File: src/rtl/wash_pkg.sv
// Shared state encodings, default timing constants and state-class helpers
// for the wash sequencer.
package wash_pkg;

  typedef enum logic [2:0] {
    ST_IDLE      = 3'd0,
    ST_FILL      = 3'd1,
    ST_DETERGENT = 3'd2,
    ST_WASH      = 3'd3,
    ST_DRAIN     = 3'd4,
    ST_SPIN      = 3'd5,
    ST_FAULT     = 3'd7
  } state_t;

  localparam int DEF_N_RINSE     = 2;
  localparam int DEF_CNT_W       = 16;
  localparam int DEF_WASH_TICKS  = 600;
  localparam int DEF_RINSE_TICKS = 300;
  localparam int DEF_SPIN_TICKS  = 200;
  localparam int DEF_FILL_LIMIT  = 120;
  localparam int DEF_DRAIN_LIMIT = 120;

  localparam int RST_SYNC_STAGES = 2;

  // The door must stay locked whenever the drum may hold water or move.
  function automatic logic is_locked(input state_t s);
    return (s != ST_IDLE) && (s != ST_FAULT);
  endfunction

  function automatic logic is_pausable(input state_t s);
    return (s == ST_FILL) || (s == ST_WASH) || (s == ST_DRAIN) || (s == ST_SPIN);
  endfunction

endpackage

File: src/rtl/wash_timer.sv
// Phase timer: clears on request, counts enabled ticks, saturates at
// all-ones and flags when the count equals the selected terminal value.
module wash_timer #(
  parameter int CNT_W = 16
) (
  input  logic             clk,
  input  logic             rst_n,
  input  logic             clear,
  input  logic             enable,
  input  logic [CNT_W-1:0] term,
  output logic             at_term
);

  logic [CNT_W-1:0] count_reg;
  logic [CNT_W-1:0] count_next;
  logic             saturated;

  assign saturated = &count_reg;
  assign at_term   = (count_reg == term);

  always_comb begin
    count_next = count_reg;
    if (clear) begin
      count_next = '0;
    end else if (enable && !saturated) begin
      count_next = count_reg + CNT_W'(1);
    end
  end

  always_ff @(posedge clk or negedge rst_n) begin
    if (!rst_n) begin
      count_reg <= '0;
    end else begin
      count_reg <= count_next;
    end
  end

endmodule

File: src/rtl/wash_sequencer.sv
// Washing-machine phase sequencer: fill, detergent, wash, drain, rinse
// passes and spin, with pause, door interlock and fill/drain timeouts.
module wash_sequencer
  import wash_pkg::*;
#(
  parameter int N_RINSE     = DEF_N_RINSE,
  parameter int CNT_W       = DEF_CNT_W,
  parameter int WASH_TICKS  = DEF_WASH_TICKS,
  parameter int RINSE_TICKS = DEF_RINSE_TICKS,
  parameter int SPIN_TICKS  = DEF_SPIN_TICKS,
  parameter int FILL_LIMIT  = DEF_FILL_LIMIT,
  parameter int DRAIN_LIMIT = DEF_DRAIN_LIMIT
) (
  input  logic       clk,
  input  logic       reset,
  input  logic       tick,
  input  logic       start,
  input  logic       door_close,
  input  logic       filled,
  input  logic       detergent_added,
  input  logic       drained,
  input  logic       pause,
  output logic       door_lock,
  output logic       motor_on,
  output logic       fill_valve_on,
  output logic       drain_valve_on,
  output logic       soap_wash,
  output logic       water_wash,
  output logic       spin_on,
  output logic       done,
  output logic       error,
  output logic [2:0] rinse_cnt,
  output logic [2:0] state_o
);

  if (N_RINSE < 0 || N_RINSE > 7 || CNT_W < 1 ||
      WASH_TICKS < 1 || RINSE_TICKS < 1 || SPIN_TICKS < 1 ||
      FILL_LIMIT < 1 || DRAIN_LIMIT < 1) begin : g_param_check
    $error("wash_sequencer: N_RINSE must be 0..7 and every tick/limit parameter >= 1");
  end

  localparam logic [2:0]       N_RINSE_3  = 3'(N_RINSE);
  localparam logic [CNT_W-1:0] FILL_TERM  = CNT_W'(FILL_LIMIT - 1);
  localparam logic [CNT_W-1:0] DRAIN_TERM = CNT_W'(DRAIN_LIMIT - 1);
  localparam logic [CNT_W-1:0] WASH_TERM  = CNT_W'(WASH_TICKS - 1);
  localparam logic [CNT_W-1:0] RINSE_TERM = CNT_W'(RINSE_TICKS - 1);
  localparam logic [CNT_W-1:0] SPIN_TERM  = CNT_W'(SPIN_TICKS - 1);

  // Reset asserts asynchronously but is released through a short shift
  // chain, so the FSM never sees a release close to a clock edge.
  logic [RST_SYNC_STAGES-1:0] rst_sync_reg;
  logic                       core_rst_n;

  always_ff @(posedge clk or negedge reset) begin
    if (!reset) begin
      rst_sync_reg <= '0;
    end else begin
      rst_sync_reg <= {rst_sync_reg[RST_SYNC_STAGES-2:0], 1'b1};
    end
  end

  assign core_rst_n = rst_sync_reg[RST_SYNC_STAGES-1];

  state_t           state_reg;
  state_t           state_next;
  logic [2:0]       rinse_reg;
  logic [2:0]       rinse_next;
  logic [CNT_W-1:0] term_sel;
  logic             at_term;
  logic             running;
  logic             door_viol;
  logic             expired;
  logic             timer_clear;

  assign running     = !(pause && is_pausable(state_reg));
  assign door_viol   = is_locked(state_reg) && !door_close;
  assign expired     = tick && running && at_term;
  assign timer_clear = (state_next != state_reg);

  always_comb begin
    term_sel = '1;
    case (state_reg)
      ST_FILL:  term_sel = FILL_TERM;
      ST_WASH:  term_sel = (rinse_reg == 3'd0) ? WASH_TERM : RINSE_TERM;
      ST_DRAIN: term_sel = DRAIN_TERM;
      ST_SPIN:  term_sel = SPIN_TERM;
      default:  term_sel = '1;
    endcase
  end

  wash_timer #(
    .CNT_W (CNT_W)
  ) u_timer (
    .clk     (clk),
    .rst_n   (core_rst_n),
    .clear   (timer_clear),
    .enable  (tick && running),
    .term    (term_sel),
    .at_term (at_term)
  );

  // A sensor arriving on the same tick as the timeout wins, because the
  // timeout branch is only reached when the sensor is still low.
  always_comb begin
    state_next = state_reg;
    rinse_next = rinse_reg;
    if (door_viol) begin
      state_next = ST_FAULT;
    end else begin
      case (state_reg)
        ST_IDLE: begin
          if (start && door_close) begin
            state_next = ST_FILL;
            rinse_next = 3'd0;
          end
        end
        ST_FILL: begin
          if (running) begin
            if (filled) begin
              state_next = (rinse_reg == 3'd0) ? ST_DETERGENT : ST_WASH;
            end else if (expired) begin
              state_next = ST_FAULT;
            end
          end
        end
        ST_DETERGENT: begin
          if (detergent_added) begin
            state_next = ST_WASH;
          end
        end
        ST_WASH: begin
          if (expired) begin
            state_next = ST_DRAIN;
          end
        end
        ST_DRAIN: begin
          if (running) begin
            if (drained) begin
              if (rinse_reg < N_RINSE_3) begin
                rinse_next = rinse_reg + 3'd1;
                state_next = ST_FILL;
              end else begin
                state_next = ST_SPIN;
              end
            end else if (expired) begin
              state_next = ST_FAULT;
            end
          end
        end
        ST_SPIN: begin
          if (expired) begin
            state_next = ST_IDLE;
          end
        end
        ST_FAULT: state_next = ST_FAULT;
        default:  state_next = ST_IDLE;
      endcase
    end
  end

  always_ff @(posedge clk or negedge core_rst_n) begin
    if (!core_rst_n) begin
      state_reg <= ST_IDLE;
      rinse_reg <= 3'd0;
    end else begin
      state_reg <= state_next;
      rinse_reg <= rinse_next;
    end
  end

  // Pause silences motor and valves but leaves the wash-type status visible.
  always_comb begin
    door_lock      = is_locked(state_reg);
    motor_on       = 1'b0;
    fill_valve_on  = 1'b0;
    drain_valve_on = 1'b0;
    soap_wash      = 1'b0;
    water_wash     = 1'b0;
    spin_on        = 1'b0;
    error          = 1'b0;
    done           = (state_reg == ST_SPIN) && expired && !door_viol;
    case (state_reg)
      ST_FILL: fill_valve_on = running;
      ST_WASH: begin
        motor_on   = running;
        soap_wash  = (rinse_reg == 3'd0);
        water_wash = (rinse_reg != 3'd0);
      end
      ST_DRAIN: drain_valve_on = running;
      ST_SPIN: begin
        motor_on       = running;
        spin_on        = running;
        drain_valve_on = running;
      end
      ST_FAULT: begin
        drain_valve_on = 1'b1;
        error          = 1'b1;
      end
      default: ;
    endcase
  end

  assign rinse_cnt = rinse_reg;
  assign state_o   = state_reg;

endmodule

File: config.mk
export PLATFORM = sky130hd
export DESIGN_NAME = wash_sequencer
export DESIGN_NICKNAME = d
export VERILOG_FILES = /design/src/rtl/wash_pkg.sv /design/src/rtl/wash_timer.sv /design/src/rtl/wash_sequencer.sv
export SDC_FILE = /design/constraint.sdc
export NUM_CORES = 1
export LEC_CHECK = 0
export ABC_AREA = 0
export CAP_MARGIN = 20
export CORE_UTILIZATION = 25
export CTS_BUF_LIST = sky130_fd_sc_hd__clkbuf_8
export DETAILED_ROUTE_END_ITERATION = 8
export GPL_TIMING_DRIVEN = 1
export PLACE_DENSITY = 0.45
export SYNTH_ARGS = -nofsm -noshare
export SYNTH_HDL_FRONTEND = slang
export SYNTH_HIERARCHICAL = 1
export SYNTH_SLANG_ARGS = --single-unit
File: constraint.sdc
create_clock -name clk -period 2.8 [get_ports clk]
set_input_delay 0.42 -clock clk [delete_from_list [all_inputs] [get_ports clk]]
set_output_delay 0.42 -clock clk [all_outputs]
set_load 0.005 [all_outputs]
==> results.toml, run 1 <==
[sta]
fin_crit_sh_pct = 120
rsz0062_at_grt = "yes"
fin_crit_ps = 3350
setup_violations = 18
max_freq_ghz = 0.298
finalClockSkew_ps = 1.96
report.final.slew_viol_count = 0
whs_ps = 170
hold_violations = 0
layout_setup_ws_ps = -552

[final_layout]
syn_to_final_growth_pct = 49.4
drive_gt1_share_pct = 34.5
diodes = 0
stdcell_area_um2 = 2940
fin_nets = 327
finalNonFillerCells = 412
regArea_um2 = 603
multiInputGateArea_um2 = 1330
nFillCells = 734
largest_register_ffs = 16
final_util_pct = 39.6

[yosys]
synth_adder_area_share_pct = 2.48
synth_compound_area_share_pct = 17.8
synth_top_family_by_area = "simple AND/OR/NAND/NOR gates"
synthMuxAreaShare_pct = 2.87
avgSynthCellArea_um2 = 8.50
syn_inst = 231
synthArstFlopShare_pct = 100
ys_seq_area_share_pct = 30.6
synth_xor_area_share_pct = 7.13
synthSimpleGateAreaFrac_pct = 31.2
synth-edff-count = 0
yosysWarnings = 6
synth_cell_types = 54
syn-cell-area_um2 = 1960
synth-seq-cells = 24
ys.flop_type = "dfrtp_1"

[floorplanning]
dieHeight_um = 90.6
dieArea_um2 = 8220
core_um2 = 7410
start_util_pct = 26.5
fp.dieW_um = 90.6
design.portCount = 24
fp-row-count = 31

[pwr]
power_density_nw_per_um2 = 304
leakage_nw = 1.21
ir_drop_v = 0.000261

[clocking]
path_clk_slew_ps = 90
clock_latency_ps = 270
cts.path.max_buffers = 2
h-tree-depth = 1
cts_tree = "yes"
cts-root-buf = "clkbuf_8"
cts-buffers-inserted = 3
cts_sinks = 24

[routing]
drtIter0Drc = 108
drc = 0
via_per_inst = 4.96
ant_nets = 0
wl_um = 5890
dr_total_vias = 2044
first_pass_iters = 4
wire_per_inst_um = 14.3

[place]
placed_area_um2 = 2690
dp.final_hpwl_um = 4390
gp_congestion = 0.817
portBuffers = 23
place_inst = 397

[grt]
grt_pass1_vias = 1918
antenna_found_initial = 0
track_usage_pct = 14.6
grt_pass1_wl_um = 9580
grt_max_degree = 23
grt_overflow = 0

[worst_setup_path]
end_kind = "flip-flop"
required_ps = 2970
path_max_fanout = 13
worst-setup-path-type = "flip-flop to flip-flop"
cp.arrival_ps = 3520
critPathLaunchType = "flip-flop"

[run_status]
violations = "negative setup slack"
outcome = "complete, but fails checks"

[flow_run]
drv_cap = 0

[hold_path]
holdCritPathClass = "flip-flop to asynchronous set/reset pin"
-- synthesized netlist by cell type (all sizes together), types with 2 or more instances --
master,count,area share (%)
nor4,8,3.3
o31ai,8,3.1
and3,3,1.2
xnor2,16,7.1
nor3,7,2.0
nand3,9,2.9
and2,2,0.64
a21boi,2,0.76
a21oi,18,4.6
nor3b,2,0.76
nand4,9,2.9
o21ai,15,3.8
or3,4,1.3
nor2,20,3.8
ha,3,1.9
nand2,18,3.4
nand3b,2,1.4
inv,10,1.9
or4,5,1.9
nor2b,6,1.9
buf,6,2.9
clkbuf,7,2.9
mux2,5,2.9
dfrtp,24,31
nand2b,3,0.96
-- power breakdown --
group          internal, mW  leakage [nW]  switching (mW)
sequential            0.382         0.296          0.0327
combinational         0.134         0.895           0.122
clock                0.0967        0.0216           0.124
total                 0.613          1.21           0.279
-- per-stage QoR --
stage | worst slack, ps | setup TNS (ps) | power, mW
CTS | -524 | -7830 | 0.889
finish | -552 | -8070 | 0.892
global placement | -638 | -9060 | 0.664
detailed placement | -639 | -8890 | 0.661
floorplan | -526 | -7560 | 0.548
global route | -722 | -11260 | 0.943
-- layout by cell type, fill, tap and decap left out, types with 4 or more instances in the layout --
cell type,n
or4_1,5
buf_4,61
o21ai_0,9
a21oi_1,15
nor2_1,18
nand2_1,17
inv_1,6
dfrtp_1,22
clkdlybuf4s50_1,22
nor3_1,5
nor2b_1,6
o21ai_1,4
nor4_1,6
o31ai_1,8
xnor2_1,16
nand4_1,9
mux2_2,5
nand3_1,6
-- worst max-delay path, cell delays in order, from the launching register on --
cell and delay [ps]:
dfrtp_2 480, or2b_1 290, nand2_2 140, o21ai_2 70
xnor2_1 150, nand4_1 140, nor4_4 360, nand3b_4 110
maj3_2 310, a2111o_1 410, nor3b_4 170, o22ai_2 140
buf_12 160, nor2b_1 50, mux2_2 250
-- routing by layer --
metal / global-route usage, % / up-vias / routed length (um)
li1: - / 1012 / -
met3: 2.02 / 7 / 231
met4: 4.30 / 0 / 60
met2: 22.1 / 41 / 2620
met1: 21.3 / 984 / 2970
met5: 0 / - / 0
-- worst paths after layout --
check	depth (start not counted)	slack, ps	startpoint	to
max	14	-550	state_o[2]	u_timer/count_reg[9]
min	0	170	rst_sync_reg[1]	rinse_cnt[1]
max reg2reg	14	-550	state_o[2]	u_timer/count_reg[9]
min reg2reg	0	170	rst_sync_reg[1]	rinse_cnt[1]
max in group asynchronous	1	2200	rst_sync_reg[1]	u_timer/count_reg[14]
min in group clk	0	360	rst_sync_reg[0]	rst_sync_reg[1]
-- layout make-up --
cell class              instances  area share (%)
clock buffers                   3            1.41
well taps                      99            4.22
flip-flops and latches         24            20.5
repair buffers                 90            27.0
inverters                      10            1.36
multi-input cells             186            45.4
-- cells by family (layout without fill, tap and decap cells) --
group,Yosys count,in the layout
AO/OA/AOI/OAI,55,55
XOR/XNOR,16,16
adder cells (fa/ha/maj),4,4
buffers and inverters,23,103
flip-flops,24,24
multiplexers,5,5
other,1,3
AND/OR/NAND/NOR,103,103
-- repair_timing --
item | in CTS | in global routing
endpoints found under the setup margin | 18 | 20
endpoints found under the hold margin | 0 | 0
hold buffers | 0 | 0
setup buffers | 10 | 1
pin swaps | 3 | 1
gates resized for setup | 21 | 8
(Power assumes the default switching activity.)
==> run 2, diff against run 1 <==
--- a/config.mk
+++ b/config.mk
@@ -9,8 +9,10 @@
 export CAP_MARGIN = 20
 export CORE_UTILIZATION = 25
 export CTS_BUF_LIST = sky130_fd_sc_hd__clkbuf_8
+export CTS_CLUSTER_SIZE = 8
 export DETAILED_ROUTE_END_ITERATION = 8
 export GPL_TIMING_DRIVEN = 1
+export HOLD_SLACK_MARGIN = 0.08
 export PLACE_DENSITY = 0.45
 export SYNTH_ARGS = -nofsm -noshare
 export SYNTH_HDL_FRONTEND = slang
==> results of run 2 <==
The final DEF is identical to that of run 1; final timing and power are the same.
